<file path="config.mk">
export PLATFORM = sky130hd
export DESIGN_NAME = con_mem_loader_flat
export DESIGN_NICKNAME = d
export VERILOG_FILES = /design/src/rtl/con_mem_loader_if.sv /design/src/rtl/con_mem_loader.sv /design/src/flat_wrapper.sv
export SDC_FILE = /design/constraint.sdc
export NUM_CORES = 1
export LEC_CHECK = 0
export ABC_AREA = 1
export CAP_MARGIN = 20
export CORE_ASPECT_RATIO = 1.1
export CORE_MARGIN = 5
export CORE_UTILIZATION = 46
export CTS_CLUSTER_SIZE = 14
export DETAILED_ROUTE_END_ITERATION = 12
export PLACE_DENSITY = 0.66
export SYNTH_ARGS = -nofsm -noshare
export SYNTH_HDL_FRONTEND = slang
export SYNTH_SLANG_ARGS = --single-unit
</file>
<file path="constraint.sdc">
create_clock -name CLK100MHZ -period 3.4 [get_ports CLK100MHZ]
set_input_delay 0.68 -clock CLK100MHZ [delete_from_list [all_inputs] [get_ports CLK100MHZ]]
set_output_delay 0.68 -clock CLK100MHZ [all_outputs]
set_load 0.02 [all_outputs]
</file>
<file path="src/rtl/con_mem_loader_if.sv">
// Byte-stream in / BLOCKMEM con_* write port and load status between the loader and its environment.
// master: the loader side; slave: the byte source and memory side.
interface con_mem_loader_if #(
  parameter int unsigned ADDR_W = 14
);
  logic [7:0]        rx_data;
  logic              rx_valid;
  logic [3:0]        con_write;
  logic [ADDR_W-1:0] con_addr;
  logic [31:0]       con_in;
  logic              core_nrst;
  logic              load_busy;
  logic              load_done;
  logic              load_err;

  modport master (
    input  rx_data, rx_valid,
    output con_write, con_addr, con_in, core_nrst, load_busy, load_done, load_err
  );

  modport slave (
    output rx_data, rx_valid,
    input  con_write, con_addr, con_in, core_nrst, load_busy, load_done, load_err
  );
endinterface

</file>
<file path="src/rtl/con_mem_loader.sv">
// Assembles framed UART bytes into 32-bit words and writes them to BLOCKMEM, holding the core in reset.
// Define CON_LOADER_CHKSUM_EN to expect a trailing XOR checksum byte per frame.
//
// state | meaning
// IDLE  | waiting for SYNC_BYTE, other bytes dropped
// ADDR0 | expecting start word address, low byte
// ADDR1 | expecting start word address, high byte
// LEN0  | expecting word count, low byte
// LEN1  | expecting word count, high byte
// DATA  | assembling data bytes into words, writing each completed word
// CHK   | expecting XOR checksum of all data bytes (checksum build only)
module con_mem_loader #(
  parameter int unsigned ADDR_W      = 14,
  parameter logic [7:0]  SYNC_BYTE   = 8'hA5,
  parameter int unsigned TIMEOUT_CYC = 1_000_000
) (
  input  logic             CLK100MHZ,
  input  logic             nrst,
  con_mem_loader_if.master bus
);
  localparam int unsigned TMR_W = (TIMEOUT_CYC > 1) ? $clog2(TIMEOUT_CYC) : 1;

  typedef enum logic [2:0] {IDLE, ADDR0, ADDR1, LEN0, LEN1, DATA, CHK} state_t;

  state_t            state;
  logic [7:0]        addr_lo;
  logic [7:0]        len_lo;
  logic [ADDR_W-1:0] waddr;
  logic [15:0]       words_left;
  logic [1:0]        byte_idx;
  logic [23:0]       word_sr;
  logic [TMR_W-1:0]  tmr;
  logic              done_pend;
`ifdef CON_LOADER_CHKSUM_EN
  logic [7:0]        chk_acc;
`endif

  always_ff @(posedge CLK100MHZ) begin
    if (!nrst) begin
      state          <= IDLE;
      addr_lo        <= '0;
      len_lo         <= '0;
      waddr          <= '0;
      words_left     <= '0;
      byte_idx       <= '0;
      word_sr        <= '0;
      tmr            <= '0;
      done_pend      <= 1'b0;
`ifdef CON_LOADER_CHKSUM_EN
      chk_acc        <= '0;
`endif
      bus.con_write  <= 4'h0;
      bus.con_addr   <= '0;
      bus.con_in     <= '0;
      bus.core_nrst  <= 1'b0;
      bus.load_busy  <= 1'b0;
      bus.load_done  <= 1'b0;
      bus.load_err   <= 1'b0;
    end else begin
      bus.con_write <= 4'h0;

      // idle-gap timer restarts on every byte and is held loaded while no frame is open
      if (state == IDLE || bus.rx_valid)
        tmr <= TMR_W'(TIMEOUT_CYC - 1);
      else if (tmr != '0)
        tmr <= tmr - TMR_W'(1);

      // final word is in its write cycle; status flips after it
      if (done_pend) begin
        done_pend     <= 1'b0;
        bus.load_busy <= 1'b0;
        bus.load_done <= 1'b1;
        bus.core_nrst <= 1'b1;
      end

      if (state == IDLE) begin
        bus.core_nrst <= 1'b1;
        if (bus.rx_valid && bus.rx_data == SYNC_BYTE) begin
          state         <= ADDR0;
          done_pend     <= 1'b0;
          byte_idx      <= '0;
          bus.load_busy <= 1'b1;
          bus.load_done <= 1'b0;
          bus.load_err  <= 1'b0;
          bus.core_nrst <= 1'b0;
`ifdef CON_LOADER_CHKSUM_EN
          chk_acc       <= '0;
`endif
        end
      end else if (bus.rx_valid) begin
        case (state)
          ADDR0: begin
            addr_lo <= bus.rx_data;
            state   <= ADDR1;
          end
          ADDR1: begin
            waddr <= ADDR_W'({bus.rx_data, addr_lo});
            state <= LEN0;
          end
          LEN0: begin
            len_lo <= bus.rx_data;
            state  <= LEN1;
          end
          LEN1: begin
            words_left <= {bus.rx_data, len_lo};
            byte_idx   <= '0;
            if ({bus.rx_data, len_lo} == 16'd0) begin
`ifdef CON_LOADER_CHKSUM_EN
              state         <= CHK;
`else
              state         <= IDLE;
              bus.load_busy <= 1'b0;
              bus.load_done <= 1'b1;
              bus.core_nrst <= 1'b1;
`endif
            end else begin
              state <= DATA;
            end
          end
          DATA: begin
`ifdef CON_LOADER_CHKSUM_EN
            chk_acc  <= chk_acc ^ bus.rx_data;
`endif
            byte_idx <= byte_idx + 2'd1;
            if (byte_idx == 2'd3) begin
              bus.con_write <= 4'hF;
              bus.con_addr  <= waddr;
              bus.con_in    <= {bus.rx_data, word_sr};
              waddr         <= waddr + ADDR_W'(1);
              words_left    <= words_left - 16'd1;
              if (words_left == 16'd1) begin
`ifdef CON_LOADER_CHKSUM_EN
                state     <= CHK;
`else
                state     <= IDLE;
                done_pend <= 1'b1;
`endif
              end
            end else begin
              word_sr <= {bus.rx_data, word_sr[23:8]};
            end
          end
          CHK: begin
`ifdef CON_LOADER_CHKSUM_EN
            state         <= IDLE;
            bus.load_busy <= 1'b0;
            bus.core_nrst <= 1'b1;
            if (bus.rx_data == chk_acc)
              bus.load_done <= 1'b1;
            else
              bus.load_err  <= 1'b1;
`else
            state <= IDLE;
`endif
          end
          default: state <= IDLE;
        endcase
      end else if (tmr == '0) begin
        // abort: partial word dropped, words already written are left in memory
        state         <= IDLE;
        byte_idx      <= '0;
        bus.load_err  <= 1'b1;
        bus.load_busy <= 1'b0;
        bus.core_nrst <= 1'b1;
      end
    end
  end
endmodule
</file>
<file path="src/flat_wrapper.sv">
// flat-port wrapper written by rule: the top's interface ports become plain ports
module con_mem_loader_flat 
#(
  parameter int unsigned ADDR_W      = 14,
  parameter logic [7:0]  SYNC_BYTE   = 8'hA5,
  parameter int unsigned TIMEOUT_CYC = 1_000_000
)
  (CLK100MHZ, nrst, bus_rx_data, bus_rx_valid, bus_con_write, bus_con_addr, bus_con_in, bus_core_nrst, bus_load_busy, bus_load_done, bus_load_err);
  con_mem_loader_if #(.ADDR_W(ADDR_W)) bus_i ();
  input  logic CLK100MHZ;
  input  logic nrst;
  input wire logic [$bits(bus_i.rx_data)-1:0] bus_rx_data;
  input wire logic [$bits(bus_i.rx_valid)-1:0] bus_rx_valid;
  output wire logic [$bits(bus_i.con_write)-1:0] bus_con_write;
  output wire logic [$bits(bus_i.con_addr)-1:0] bus_con_addr;
  output wire logic [$bits(bus_i.con_in)-1:0] bus_con_in;
  output wire logic [$bits(bus_i.core_nrst)-1:0] bus_core_nrst;
  output wire logic [$bits(bus_i.load_busy)-1:0] bus_load_busy;
  output wire logic [$bits(bus_i.load_done)-1:0] bus_load_done;
  output wire logic [$bits(bus_i.load_err)-1:0] bus_load_err;
  assign bus_i.rx_data = bus_rx_data;
  assign bus_i.rx_valid = bus_rx_valid;
  assign bus_con_write = bus_i.con_write;
  assign bus_con_addr = bus_i.con_addr;
  assign bus_con_in = bus_i.con_in;
  assign bus_core_nrst = bus_i.core_nrst;
  assign bus_load_busy = bus_i.load_busy;
  assign bus_load_done = bus_i.load_done;
  assign bus_load_err = bus_i.load_err;
  con_mem_loader #(.ADDR_W(ADDR_W), .SYNC_BYTE(SYNC_BYTE), .TIMEOUT_CYC(TIMEOUT_CYC)) u_core (.CLK100MHZ(CLK100MHZ), .nrst(nrst), .bus(bus_i));
endmodule
</file>
* Yosys cells after proc, flatten, opt, wreduce, memory -nomap -nowiden
Cells that the tools add are included.
** Cells by class
- Bitwise gates (word level) :: 5
- $add $sub $neg :: 4
- Reduce and logical (&&, ||, !) cells :: 23
- Mux-type cells :: 45
- Equal/unequal tests :: 14
** Operator list (count)
- 20-bit 2-to-1 mux :: 2
- 16-bit case mux with 2 select lines :: 1
- 14-bit case mux with 2 select lines :: 1
- 1-bit 2-to-1 mux :: 25
- 3-bit 2-to-1 mux :: 7
- 20-bit zero test :: 1
- 4-bit AND reduction :: 5
- 20-bit nonzero test :: 1
- 20-bit by 1-bit subtractor with 20-bit output (second input constant) :: 1
- 16-bit by 1-bit == test with 1-bit output (second input constant) :: 1
- 16-bit zero test :: 1
- 16-bit 2-to-1 mux :: 1
- 16-bit by 1-bit subtractor with 16-bit output (second input constant) :: 1
- 3-bit case mux with 5 select lines :: 1
- 14-bit by 1-bit adder with 14-bit output (second input constant) :: 1
- 14-bit 2-to-1 mux :: 1
- 3-bit AND reduction :: 4
- 8-bit == test (second input constant) :: 1
- 2-bit 2-to-1 mux :: 4
- 4-bit by 2-bit != test with 1-bit output (second input constant) :: 2
- 2-bit nonzero test :: 4
- 3-bit by 2-bit == test with 1-bit output (second input constant) :: 2
- 3-bit == test (second input constant) :: 2
- 1-bit NOT :: 5
- 15 further kinds :: 16
** Storage, ports and cells
- Logic and storage cells :: 108
- Flip-flop bits (word level) :: 150
- Input bits :: 11
- Output and inout port bits :: 54

* Depth between registers and ports, before layout
- Word-level depth :: 6
- Gate-level depth with buffers :: 12
- Mapped depth without buffers :: 11

* Least setup slack after synthesis
No wires, ideal clock.
- Path kind :: input-to-reg
- From :: input port nrst
- To :: register u_core.tmr[0]
- Arrival time :: 1.592 ns
- Setup time :: 0.070 ns
- Required time :: 3.330 ns
- Stages :: 5
- Slack :: 1.738 ns
- Cells stage by stage :: clkbuf_1 clkbuf_1 clkbuf_1 o21ai_0 a21oi_1
** RTL lines
- from (decl) :: line flat_wrapper.sv:11 : input logic nrst;
- to (signal assigned) :: line con_mem_loader.sv:64 : tmr <= TMR_W'(TIMEOUT_CYC - 1);
- to (signal assigned) :: line con_mem_loader.sv:66 : tmr <= tmr - TMR_W'(1);
- to (decl) :: line con_mem_loader.sv:32 : logic [TMR_W-1:0] tmr;

* Final worst setup path
- From :: register u_core.state[0]
- To :: register u_core.words_left[12]
** Between the ends
- Longest elaborated chain between the ends :: 3
- Elaborated cells on any way between the ends :: 8
- Classes of those cells :: eq/ne: 3; mux: 1; bitwise: 1; reduce/logical: 3
** RTL lines
- from (decl) :: line con_mem_loader.sv:25 : state_t state;
- from (signal assigned) :: line con_mem_loader.sv:40 : state <= IDLE;
- from (signal assigned) :: line con_mem_loader.sv:79 : state <= ADDR0;
- from (signal assigned) :: line con_mem_loader.sv:94 : state <= ADDR1;
- 3-bit == test / 3-bit zero test (equally long branches) :: line con_mem_loader.sv:91, con_mem_loader.sv:76
- 2-bit by 1-bit != test with 1-bit output (no line) (tied with other cells)
- 4-bit AND reduction (no line)
- to (signal assigned) :: line con_mem_loader.sv:105 : words_left <= {bus.rx_data, len_lo};
- to (signal assigned) :: line con_mem_loader.sv:130 : words_left <= words_left - 16'd1;
- to (decl) :: line con_mem_loader.sv:29 : logic [15:0] words_left;
Several ways; a longest one is shown, not always the timed one.
A chain may end at the register's enable or synchronous reset.

==> summary.txt <==
Syn Nets: 966
Final Hold Viols: 0
internal power: 3490 uW
post-CTS setup buffers: 0
CTS buffer count: 17
Final nets: 1014
most frequent CP cell: nand2_1
crit path kind: flip-flop to flip-flop
setup_tns: 0 ps
first-pass GRT wire length: 28000 um
Switch Pwr: 1600 uW
# diodes: 0
combinational power share: 20.9%
antenna viol nets, final: 0
synthesized area: 0.00660 mm^2
clk root buf: clkbuf_16
worst flop-to-flop path startpoint: u_core.state[0]
outcome: completed
Worst slew margin: 36.6%
dpl cells: 1171
Maximum Capacitance Violations: 0
gpl congestion: 0.895
site row count: 46
worst hold stages: 2
Post-synth ARST share: 0%
Primary FF master, synth: dfxtp_1
commonest non-fill, non-tap cell in the layout: nor2_1
Max Slew Vio Count: 0
Crit. End Element: flip-flop
post-layout min period: 2220 ps
Worst Hold Class: flip-flop to flip-flop
Area Growth Syn to Fin: 21.0%
Pwr Total: 5090 uW
Resized cells post-CTS: 0
initial antenna violation count: 0
number of cells on the critical path: 8
Yosys cell types: 36
share of cells above drive strength 1: 6.53%
IO buf count: 64
Crit Path Max Fanout: 26
RSZ-0062 raised after global routing: no
Worst VDD drop: 408 uV
Initial DRC Count: 376
Starting Density: 46.2%
routed len/inst: 13.7 um
Post-synth EDFFs: 0
Top delay family on crit path: simple AND/OR/NAND/NOR gates
power density cells: 637 mW/mm^2
Vias/cell: 5.08
HPWL Detailed: 11300 um
clock share of power: 39.7%
Tcrit/Tclk final: 65.2%
final setup vio count: 0
Critical Path RT: 3750 ps
DR vias: 6110
Worst Setup SP: u_core.state[0]
clock tree skew after final layout: 8.86 ps
highest clock rate: 451 MHz
Least-Margin Pin Slew: 948 ps
synthesis-stage register bit count: 147
Syn Inst Count: 950
syn_area_per_cell: 6.95 um^2
yosys warns: 0
GR Util All Layers: 20.0%
Sw Ratio: 31.5%
Die ar.: 0.0168 mm^2
TritonCTS Sinks: 147
# IOs: 65
TritonCTS clock tree: built
Die H: 136 um
clk_lat worst skew: 420 ps
grt ovf: 0
Seq pwr share: 39.4%
TritonRoute pass-1 iters: 6
DRC Markers: 0
commonest non-fill, non-tap cells in the layout: 202 x nor2_1, 153 x nand2_1, 147 x dfxtp_1, 121 x o21ai_0, 86 x a21oi_1
Reg clk slew, reported paths: 60 ps
CP bufs+invs: 1
CP Cell Sequence: nand2_1 -> inv_1 -> nand2_1 -> nor3_1 -> nand4_1 -> nand2_1 -> nand2_1 -> a21oi_1
core box area: 0.0143 mm^2
Hold Startpoint: u_core.bus.load_err
final non-filler cell total: 1203
critical path's slowest cell: nor3_1
Slowest Stage Delay on Critical Path: 550 ps
largest net degree at the start of global routing: 70
H-Tree Level Count: 4
cells on worst reg2reg path: 8
Leak Pwr: 0.00340 uW
Fillers: 1481
clk buf depth: 2
launching element type of the critical path: flip-flop
CP arrival: 2570 ps
vias in the first global route: 5897
die extent in x: 124 um
CTS Hold Bufs: 0
R2R setup slack: 1180 ps
routed wire length: 16500 um
minimum hold slack: 467 ps
sequential share of the synthesized area: 44.6%
[registers in the layout (all words and copies together), names as in the netlist, 2 cells and up]
| register | count |
|---|---|
| u_core.words_left | 16 |
| u_core.bus.con_addr | 14 |
| u_core.addr_lo | 8 |
| u_core.word_sr | 24 |
| u_core.state | 3 |
| u_core.tmr | 20 |
| u_core.byte_idx | 2 |
| u_core.waddr | 14 |
| u_core.len_lo | 8 |
| u_core.bus.con_in | 32 |
[power groups by stage]
| stage | registers [uW] | clock network, uW | logic (uW) |
|---|---|---|---|
| after detailed placement | 2040 | 0 | 1060 |
| after global routing | 2030 | 2130 | 1230 |
| after global placement | 2040 | 0 | 1050 |
| final | 2000 | 2020 | 1070 |
| after CTS | 2000 | 2060 | 1070 |
| after floorplan | 2010 | 0 | 840 |
[worst min-delay path, cell delays in order (launching register included)]
cell	delay (ps)
dfxtp_1	310
nand2_1	60
a21oi_1	50
[worst paths after layout]
kind                                         endpoint
worst max-delay path            u_core.words_left[12]
worst min-delay path              u_core.bus.load_err
worst max register to register  u_core.words_left[12]
worst min register to register    u_core.bus.load_err
[cells in the mapped netlist, types with 4 or more instances]
cell	n	area share [%]
nor2_1	202	11
nand2_1	153	8.7
dfxtp_1	147	45
o21ai_0	121	9.2
a21oi_1	86	6.5
inv_1	68	3.9
nand3_1	41	3.1
clkbuf_1	28	1.6
buf_2	12	0.91
xor2_1	11	1.5
nor3_1	10	0.76
nand4_1	9	0.85
a31oi_1	6	0.57
or2_2	6	0.57
buf_4	5	0.57
ha_1	5	0.95
inv_2	5	0.28
xnor2_1	5	0.66
o21ai_1	4	0.30
[layer usage]
layer / wire [um] / global-route usage, %
met2: 7750 / 33.6
met4: 274 / 6.33
met3: 677 / 4.73
met1: 7780 / 25.4
met5: 0 / 0
[kinds of logic after synthesis]
kind of cell	after synthesis	synth area share, %
compound gates	226	17.6
xor+xnor	16	2.12
fa+ha+maj	5	0.948
buf+inv	122	7.71
flops	147	44.6
simple gates	434	27.1
[metrics by stage]
stage	area, um^2	worst slack, ps	util [%]
2_1_floorplan	6600	1740	-
3_3_place_gp	7350	775	51.5
3_5_place_dp	7350	728	51.5
4_1_cts	7990	1160	55.9
5_1_grt	7990	873	55.9
6_report	7990	1180	55.9
[cell type report]
cell class / instances / area (um^2) / share of cell area [%]
Timing Repair Buffer: 76 / 726 / 9.09
Multi-Input combinational cell: 681 / 3150 / 39.5
Inverter: 75 / 284 / 3.56
Sequential cell: 147 / 2940 / 36.9
Clock buffer: 19 / 443 / 5.55
Tap cell: 192 / 240 / 3.01
Clock inverter: 13 / 195 / 2.44
Note: power is estimated with default switching activity, not from simulation.
